## src/rtl/control_sumador_pkg.sv

```systemverilog
// Shared types and default sizing for the word-serial adder/subtractor controller.
package control_sumador_pkg;

  typedef enum logic [1:0] {
    IDLE = 2'd0,
    RUN  = 2'd1,
    DONE = 2'd2
  } state_t;

  localparam int N_DEF     = 8;
  localparam int WORDS_DEF = 4;

endpackage

```

## src/rtl/sumador_nb.sv

```systemverilog
// N-bit ripple-carry adder; purely combinational.
module sumador_nb #(
  parameter int N = 8
) (
  input  logic [N-1:0] a,
  input  logic [N-1:0] b,
  input  logic         ci,
  output logic [N-1:0] s,
  output logic         co
);

  always_comb begin
    logic c;
    c = ci;
    s = '0;
    for (int i = 0; i < N; i++) begin
      s[i] = a[i] ^ b[i] ^ c;
      c    = (a[i] & b[i]) | (c & (a[i] ^ b[i]));
    end
    co = c;
  end

endmodule

```

## src/rtl/control_sumador.sv

```systemverilog
// Two-requester, word-serial add/subtract unit sharing one N-bit ripple adder.
//
//   state | meaning
//   IDLE  | arbitrate and accept one request
//   RUN   | add one N-bit word per cycle, carry held in a register
//   DONE  | present result until the consumer takes it
module control_sumador
  import control_sumador_pkg::*;
#(
  parameter int N     = N_DEF,
  parameter int WORDS = WORDS_DEF
) (
  input  logic                 clk,
  input  logic                 rst_n,
  input  logic                 req0_valid,
  output logic                 req0_ready,
  input  logic [N*WORDS-1:0]   req0_a,
  input  logic [N*WORDS-1:0]   req0_b,
  input  logic                 req0_sub,
  input  logic                 req1_valid,
  output logic                 req1_ready,
  input  logic [N*WORDS-1:0]   req1_a,
  input  logic [N*WORDS-1:0]   req1_b,
  input  logic                 req1_sub,
  output logic                 res_valid,
  input  logic                 res_ready,
  output logic [N*WORDS-1:0]   res_data,
  output logic                 res_co,
  output logic                 res_id
);

  localparam int W  = N * WORDS;
  localparam int CW = (WORDS > 1) ? $clog2(WORDS) : 1;

  state_t          state, state_nxt;
  logic [W-1:0]    a_q, b_q, sum_q;
  logic            carry_q, co_q, id_q;
  logic            rr_q;
  logic [CW-1:0]   cnt_q;
  logic            grant0, grant1, hs, last_word;
  logic [N-1:0]    a_w, b_w, s_w;
  logic            c_w;

  // rr_q=1 favours req1; gated by rst_n so no grant is visible during reset
  always_comb begin
    grant0 = 1'b0;
    grant1 = 1'b0;
    if (state == IDLE && rst_n) begin
      if (req0_valid && (!req1_valid || !rr_q)) grant0 = 1'b1;
      else if (req1_valid)                      grant1 = 1'b1;
    end
  end

  assign hs         = grant0 | grant1;
  assign req0_ready = grant0;
  assign req1_ready = grant1;
  assign last_word  = (cnt_q == CW'(WORDS - 1));

  assign a_w = a_q[cnt_q*N +: N];
  assign b_w = b_q[cnt_q*N +: N];

  sumador_nb #(.N(N)) u_sumador (
    .a  (a_w),
    .b  (b_w),
    .ci (carry_q),
    .s  (s_w),
    .co (c_w)
  );

  always_comb begin
    state_nxt = state;
    case (state)
      IDLE:    if (hs)        state_nxt = RUN;
      RUN:     if (last_word) state_nxt = DONE;
      DONE:    if (res_ready) state_nxt = IDLE;
      default:                state_nxt = IDLE;
    endcase
  end

  always_ff @(posedge clk or negedge rst_n) begin
    if (!rst_n) state <= IDLE;
    else        state <= state_nxt;
  end

  always_ff @(posedge clk or negedge rst_n) begin
    if (!rst_n) begin
      a_q     <= '0;
      b_q     <= '0;
      sum_q   <= '0;
      carry_q <= 1'b0;
      co_q    <= 1'b0;
      id_q    <= 1'b0;
      rr_q    <= 1'b0;
      cnt_q   <= '0;
    end else begin
      case (state)
        IDLE: begin
          if (hs) begin
            // subtraction is a + ~b + 1, so the carry-in doubles as the sub flag
            if (grant1) begin
              a_q     <= req1_a;
              b_q     <= req1_sub ? ~req1_b : req1_b;
              carry_q <= req1_sub;
            end else begin
              a_q     <= req0_a;
              b_q     <= req0_sub ? ~req0_b : req0_b;
              carry_q <= req0_sub;
            end
            id_q  <= grant1;
            cnt_q <= '0;
          end
        end
        RUN: begin
          sum_q[cnt_q*N +: N] <= s_w;
          carry_q             <= c_w;
          cnt_q               <= cnt_q + 1'b1;
          if (last_word) co_q <= c_w;
        end
        DONE: begin
          if (res_ready) rr_q <= ~id_q;
        end
        default: ;
      endcase
    end
  end

  assign res_valid = (state == DONE);
  assign res_data  = sum_q;
  assign res_co    = co_q;
  assign res_id    = id_q;

endmodule

```

## config.mk

```make
export PLATFORM = sky130hd
export DESIGN_NAME = control_sumador
export DESIGN_NICKNAME = d
export VERILOG_FILES = /design/src/rtl/control_sumador_pkg.sv /design/src/rtl/sumador_nb.sv /design/src/rtl/control_sumador.sv
export SDC_FILE = /design/constraint.sdc
export NUM_CORES = 1
export LEC_CHECK = 0
export BUFFER_PORTS_ARGS = -buffer_cell sky130_fd_sc_hd__clkbuf_2
export CAP_MARGIN = 0
export CELL_PAD_IN_SITES_DETAIL_PLACEMENT = 0
export CELL_PAD_IN_SITES_GLOBAL_PLACEMENT = 1
export CORE_MARGIN = 10
export CORE_UTILIZATION = 25
export DETAILED_ROUTE_END_ITERATION = 16
export PLACE_DENSITY_LB_ADDON = 0.1
export SYNTH_ARGS = -nofsm -noshare
export SYNTH_HDL_FRONTEND = slang
export SYNTH_SLANG_ARGS = --single-unit
```

## constraint.sdc

```tcl
create_clock -name clk -period 9.03 [get_ports clk]
set_clock_uncertainty 0.1 [all_clocks]
set_input_delay 0.903 -clock clk [delete_from_list [all_inputs] [get_ports clk]]
set_output_delay 0.903 -clock clk [all_outputs]
set_load 0.1 [all_outputs]
```

* Yosys cells after proc, flatten, opt, wreduce, memory -nomap -nowiden
Cells that the tools add are included.
Operators by class: bitwise gates (word level) 44, add/sub/neg operators 2, reduce and logical (&&, ||, !) cells 12, eq/ne operators 6, shifts and indexed selects 4, mux-type cells 19
Operators by type and width (count):
- $mux W32 | 4
- $not A32 Y32 | 2
- $shiftx A32 B6 Y8 | 2
- $neg A5 Y34 | 1
- $shift A8 B34 Y32 const A | 1
- $shiftx A8 B34 Y32 | 1
- $bwmux W32 | 1
- $and A1 B1 Y1 | 16
- $xor A1 B1 Y1 | 16
- $or A1 B1 Y1 | 9
- $mux W2 | 4
- $reduce_and A2 Y1 | 4
- $mux W1 | 7
- $pmux W2 S3 | 1
- $eq A2 B2 Y1 const B | 2
- $ne A2 B2 Y1 const B | 2
- $pmux W2 S2 | 1
- $reduce_and A3 Y1 | 1
- $add A2 B1 Y2 const B | 1
- $eq A2 B1 Y1 const B | 1
- $logic_and A1 B1 Y1 | 2
- $logic_not A1 Y1 | 2
- $logic_not A2 Y1 | 1
- $ne A2 B1 Y1 const B | 1
- other kinds (4) | 4
Word-level totals: output and inout port bits 37, register bits after elaboration 104, bits of input ports 135, logic and storage cells 96

* Logic depth before layout (Yosys ltp)
depth after elaboration 19, gate-level depth with buffers 15

* Hierarchy
A second synthesis with hierarchy kept.
Second synthesis, totals: cells, all modules 521, area total of the unflattened synthesis 5868.1 µm²
By module, submodules not included:
- control_sumador | sequential area each 2602.5 µm², area an instance 5670.4 µm², times used 1, cells each 503
- sumador_nb | sequential area each 0.0 µm², area an instance 197.7 µm², times used 1, cells each 18

* Worst setup path after synthesis
Ideal clock, no wire load.
path type flip-flop to flip-flop, from register cnt_q[0], to register carry_q, period minus slack after synthesis 4.521 ns, arrival time 4.287 ns, library setup time 0.134 ns, path slack 4.509 ns, stages on the path, launching flop included 16, path buffers 2, cells stage by stage dfrtp_1 > buf_2 > buf_4 > mux4_2 > fa_1 > fa_1 > inv_1 > fa_1 > fa_1 > inv_1 > fa_1 > fa_1 > fa_1 > fa_1 > a222oi_1 > o21ai_1
Between the ends: cells in the longest elaborated chain, start to end 19
Ends and longest elaborated chain:
- start: declaration | line control_sumador.sv:39 | logic [CW-1:0] cnt_q;
- start signal: assignment | line control_sumador.sv:116 | cnt_q <= cnt_q + 1'b1;
- $shiftx A32 B6 Y8 (on tied branches) | line control_sumador.sv:59, control_sumador.sv:60
- $xor A1 B1 Y1 | line sumador_nb.sv:18 | c = (a[i] & b[i]) | (c & (a[i] ^ b[i]));
- $and A1 B1 Y1 | line sumador_nb.sv:18
- $or A1 B1 Y1 | line sumador_nb.sv:18
- $and A1 B1 Y1 | line sumador_nb.sv:18
- $or A1 B1 Y1 | line sumador_nb.sv:18
- $and A1 B1 Y1 | line sumador_nb.sv:18
- $or A1 B1 Y1 | line sumador_nb.sv:18
- [... 4 more ...]
- $and A1 B1 Y1 | line sumador_nb.sv:18
- $or A1 B1 Y1 | line sumador_nb.sv:18
- $and A1 B1 Y1 | line sumador_nb.sv:18
- $or A1 B1 Y1 | line sumador_nb.sv:18
- $and A1 B1 Y1 | line sumador_nb.sv:18
- $or A1 B1 Y1 * | line sumador_nb.sv:18
- via c_w | line control_sumador.sv:42 | logic c_w;
- $pmux W1 S2 * | line control_sumador.sv:96 | case (state)
- end signal: assignment | line control_sumador.sv:103 | carry_q <= req1_sub;
- end signal: assignment | line control_sumador.sv:107 | carry_q <= req0_sub;
- end signal: assignment | line control_sumador.sv:115 | carry_q <= c_w;
- end: declaration | line control_sumador.sv:37 | logic carry_q, co_q, id_q;
Mark *: on every way through the listed nets, which the timed path passes. The rest lies on a longest branch. A chain may end at the register's enable or synchronous reset.

* Worst setup path after layout
Ends and elaborated chain as after synthesis.

==> impl_metrics.csv <==
group,metric,value,unit
setup_path,cp_max_fo,27,
sta,layout_min_cycle_time,4.95,ns
setup_path,crit_slowest_cell,"dfrtp_2",
place,pre_cts_ws,3.99,ns
cells_and_area,final_area,7100,sq um
global_routing,grt_antenna_before_repair,0,
die,fp.dieH,172,microns
die,io_pins,172,
routing,drt-initial-drc-count,261,
cells_and_area,layout_commonest_cell,"clkbuf_2",
setup_path,ff2ff_path_depth,13,
synth,yosys_warnings,0,
setup_path,end_kind,"flop",
cells_and_area,fillCellCount,2366,
sta,finalSetupViolCount,0,
cts,clk_pin_slew,0.07,ns
cells_and_area,syn_to_final_growth,23.0,%
die,fp-row-count,55,
die,die_w,172,microns
routing,ant_nets,0,
sta,finalSetupTns,0,ns
routing,wire_per_inst,17.8,microns
cells_and_area,diodes,0,
global_routing,grt_pass1_vias,4700,
place,io_buffers,171,
cts,cts_tree,"yes",
sta,drv_slew,0,
die,dieArea,29600,sq um
power_and_ir_drop,leakage,0.00367,uW
setup_path,path_delay_family,"adder cells",
setup_path,cp_common_cell,"fa_1",
cells_and_area,nets,818,
setup_path,critical_path_depth,13,
synth,avgSynthCellArea,11.1,sq um
cts,cts.htree.levels,3,
sta,fin_crit_sh,54.8,%
cts,cts-root-buf,"clkbuf_16",
sta,fin_ws,4.08,ns
sta,fmax,0.202,GHz
die,core_area,22700,sq um
routing,vias_per_cell,4.40,
cts,cts_sinks,104,
place,place_congestion,0.751,
routing,drt_wl_total,17100,microns
routing,first_pass_iters,4,
flow_run,drv_cap,0,
power_and_ir_drop,cellInternalPower,1340,uW
cts,clock_latency,0.35,ns
sta,rsz0062_at_grt,"no",
sta,worst_slew_pin_slew,1.05,ns
setup_path,cp.required,9.14,ns
synth,synth_cell_types,31,
setup_path,max_stage_delay,0.86,ns
power_and_ir_drop,p_comb_share,54.7,%
setup_path,cp_cell_sequence,"mux4_2 > fa_1 > fa_1 > inv_1 > fa_1 > fa_1 > inv_1 > fa_1 > fa_1 > fa_1 > fa_1 > a222oi_1 > o21ai_1",
global_routing,track_usage,11.9,%
cts,clockBufferDepth,2,
routing,drcViolationCount,0,
power_and_ir_drop,power,2690,uW
min_path,hold_path.class,"flop to flop",
cts,cts.repair.resized,0,
synth,synth_fp_nets,669,
synth,yosysTopAreaCell,"dfrtp_1",
min_path,hold_path_depth,2,
power_and_ir_drop,switching_share,50.1,%
global_routing,grt_pass1_wl,27100,microns
power_and_ir_drop,p_per_area,380,nW/um^2
setup_path,crit_arrival,5.06,ns
setup_path,cp_num_buf_inv,2,
power_and_ir_drop,seq_power_share,30.7,%
cts,numCtsBuffers,9,
routing,via_count,4216,
place,dpl-instance-area,6800,sq um
status,status,"finished, final reports clean",
place,dp_hpwl,13500,microns
synth,syn_area,5770,sq um
cells_and_area,final_cell_mix,"clkbuf_2 (170), dfrtp_1 (103), nand2_1 (80), mux2i_1 (65), xor2_1 (64)",
cells_and_area,layout-drive-gt1-share,31.9,%
synth,yosys.area.top_type_share,45.1,%
power_and_ir_drop,irDropWorstVdd,0.000200,V
global_routing,grt_max_degree,99,
sta,hold_violations,0,
setup_path,path_class,"flop to flop",
synth,yosys-top-cells-area,"dfrtp_1 (45%), mux2i_1 (11%), xor2_1 (9.7%)",
cts,postCtsSetupRepairBufs,0,
power_and_ir_drop,switchingPower,1350,uW
die,start_util,25.4,%
cts,cts_hold_buf,0,
power_and_ir_drop,clockPowerShare,14.6,%
sta,slew_headroom,29.8,%
synth,synthCells,520,
setup_path,cp-start-kind,"flop",
synth,synth.yosys.seq_area_share,45.1,%
global_routing,globalRouteOverflowTotal,0,
synth,ys_seq_elements,104,
-- layer usage --
metal	wire length (microns)	GRT usage, %	vias up
met3	1010	3.60	15
li1	-	-	2100
met2	8200	19.1	119
met1	7680	15.2	1982
met5	0	0	-
met4	183	2.81	0
-- stage by stage --
stage               hold WS (ns)  instances  utilization (%)
floorplan                  0.345        520                -
global placement           0.365        943             29.9
detailed placement         0.369        943             29.9
CTS                        0.386        959             31.3
global route               0.414        959             31.3
finish                     0.381        959             31.3
-- path summary, 6_finish.rpt --
| path | start | end | slack [ns] |
|---|---|---|---|
| min in group asynchronous | rst_n | res_id | 0.45 |
| max | cnt_q[0] | carry_q | 4.08 |
| max reg2reg | cnt_q[0] | carry_q | 4.08 |
| min reg2reg | b_q[23] | b_q[23] | 0.38 |
| min | b_q[23] | b_q[23] | 0.38 |
| max in group asynchronous | rst_n | cnt_q[0] | 7.15 |
-- power by group through the flow --
| stage | Combinational (uW) | Sequential, uW | Clock, uW |
|---|---|---|---|
| 3_5_place_dp | 1510 | 843 | 0 |
| 5_1_grt | 1610 | 862 | 424 |
| 4_1_cts | 1510 | 834 | 408 |
| 6_report | 1470 | 828 | 393 |
| 3_3_place_gp | 1490 | 838 | 0 |
| 2_1_floorplan | 755 | 1160 | 0 |
-- Yosys cell counts --
cell,count
xor2_1,64
nand2b_4,1
a21o_1,1
a222oi_1,1
mux2_2,1
inv_2,1
mux2i_1,65
buf_2,19
a22o_1,24
ha_1,6
nor2b_1,3
nand3_1,6
nor2_1,4
clkbuf_2,1
clkbuf_1,5
nand4_1,2
nand2b_1,1
o21ai_1,40
mux4_2,16
nand2_1,80
a31oi_1,1
and3_1,2
a21oi_1,2
dfrtp_1,104
buf_6,6
nor3b_2,2
o21ai_0,37
fa_1,8
buf_4,6
o21ai_2,2
inv_1,9
-- final cells by class --
| class | count | area (sq um) | share of cell area (%) |
|---|---|---|---|
| clock buffer | 9 | 225 | 3.17 |
| clock inverter | 7 | 71.3 | 1.00 |
| inverter | 10 | 37.5 | 0.529 |
| multi-input combinational | 369 | 2910 | 41.1 |
| sequential | 104 | 2600 | 36.7 |
| tap | 285 | 357 | 5.02 |
| timing repair buffer | 175 | 888 | 12.5 |
-- worst reg2reg max path, cell delays in order, from the launching register on --
cell	delay (ns)
dfrtp_2	0.86
mux4_2	0.63
fa_1	0.42
fa_1	0.36
inv_1	0.08
fa_1	0.18
fa_1	0.16
inv_1	0.05
fa_1	0.38
fa_1	0.39
fa_1	0.40
fa_1	0.44
a222oi_1	0.26
o21ai_1	0.11
-- flip-flops by register name (all words and copies together), names as in the netlist --
register	cells
res_data	32
cnt_q	2
rr_q	1
res_co	1
state	2
b_q	32
a_q	32
carry_q	1
res_id	1
-- cells by family after synthesis --
kind of cell               share of synthesized area [%]
AOI/OAI and AO/OA                                   11.2
DFF                                                 45.1
and+or+nand+nor                                     7.52
muxes                                               17.7
xor gates and xnor gates                            9.71
buffers and inverters                               4.66
adders and majority gates                           4.08
Note: power is estimated with default switching activity, not from simulation.
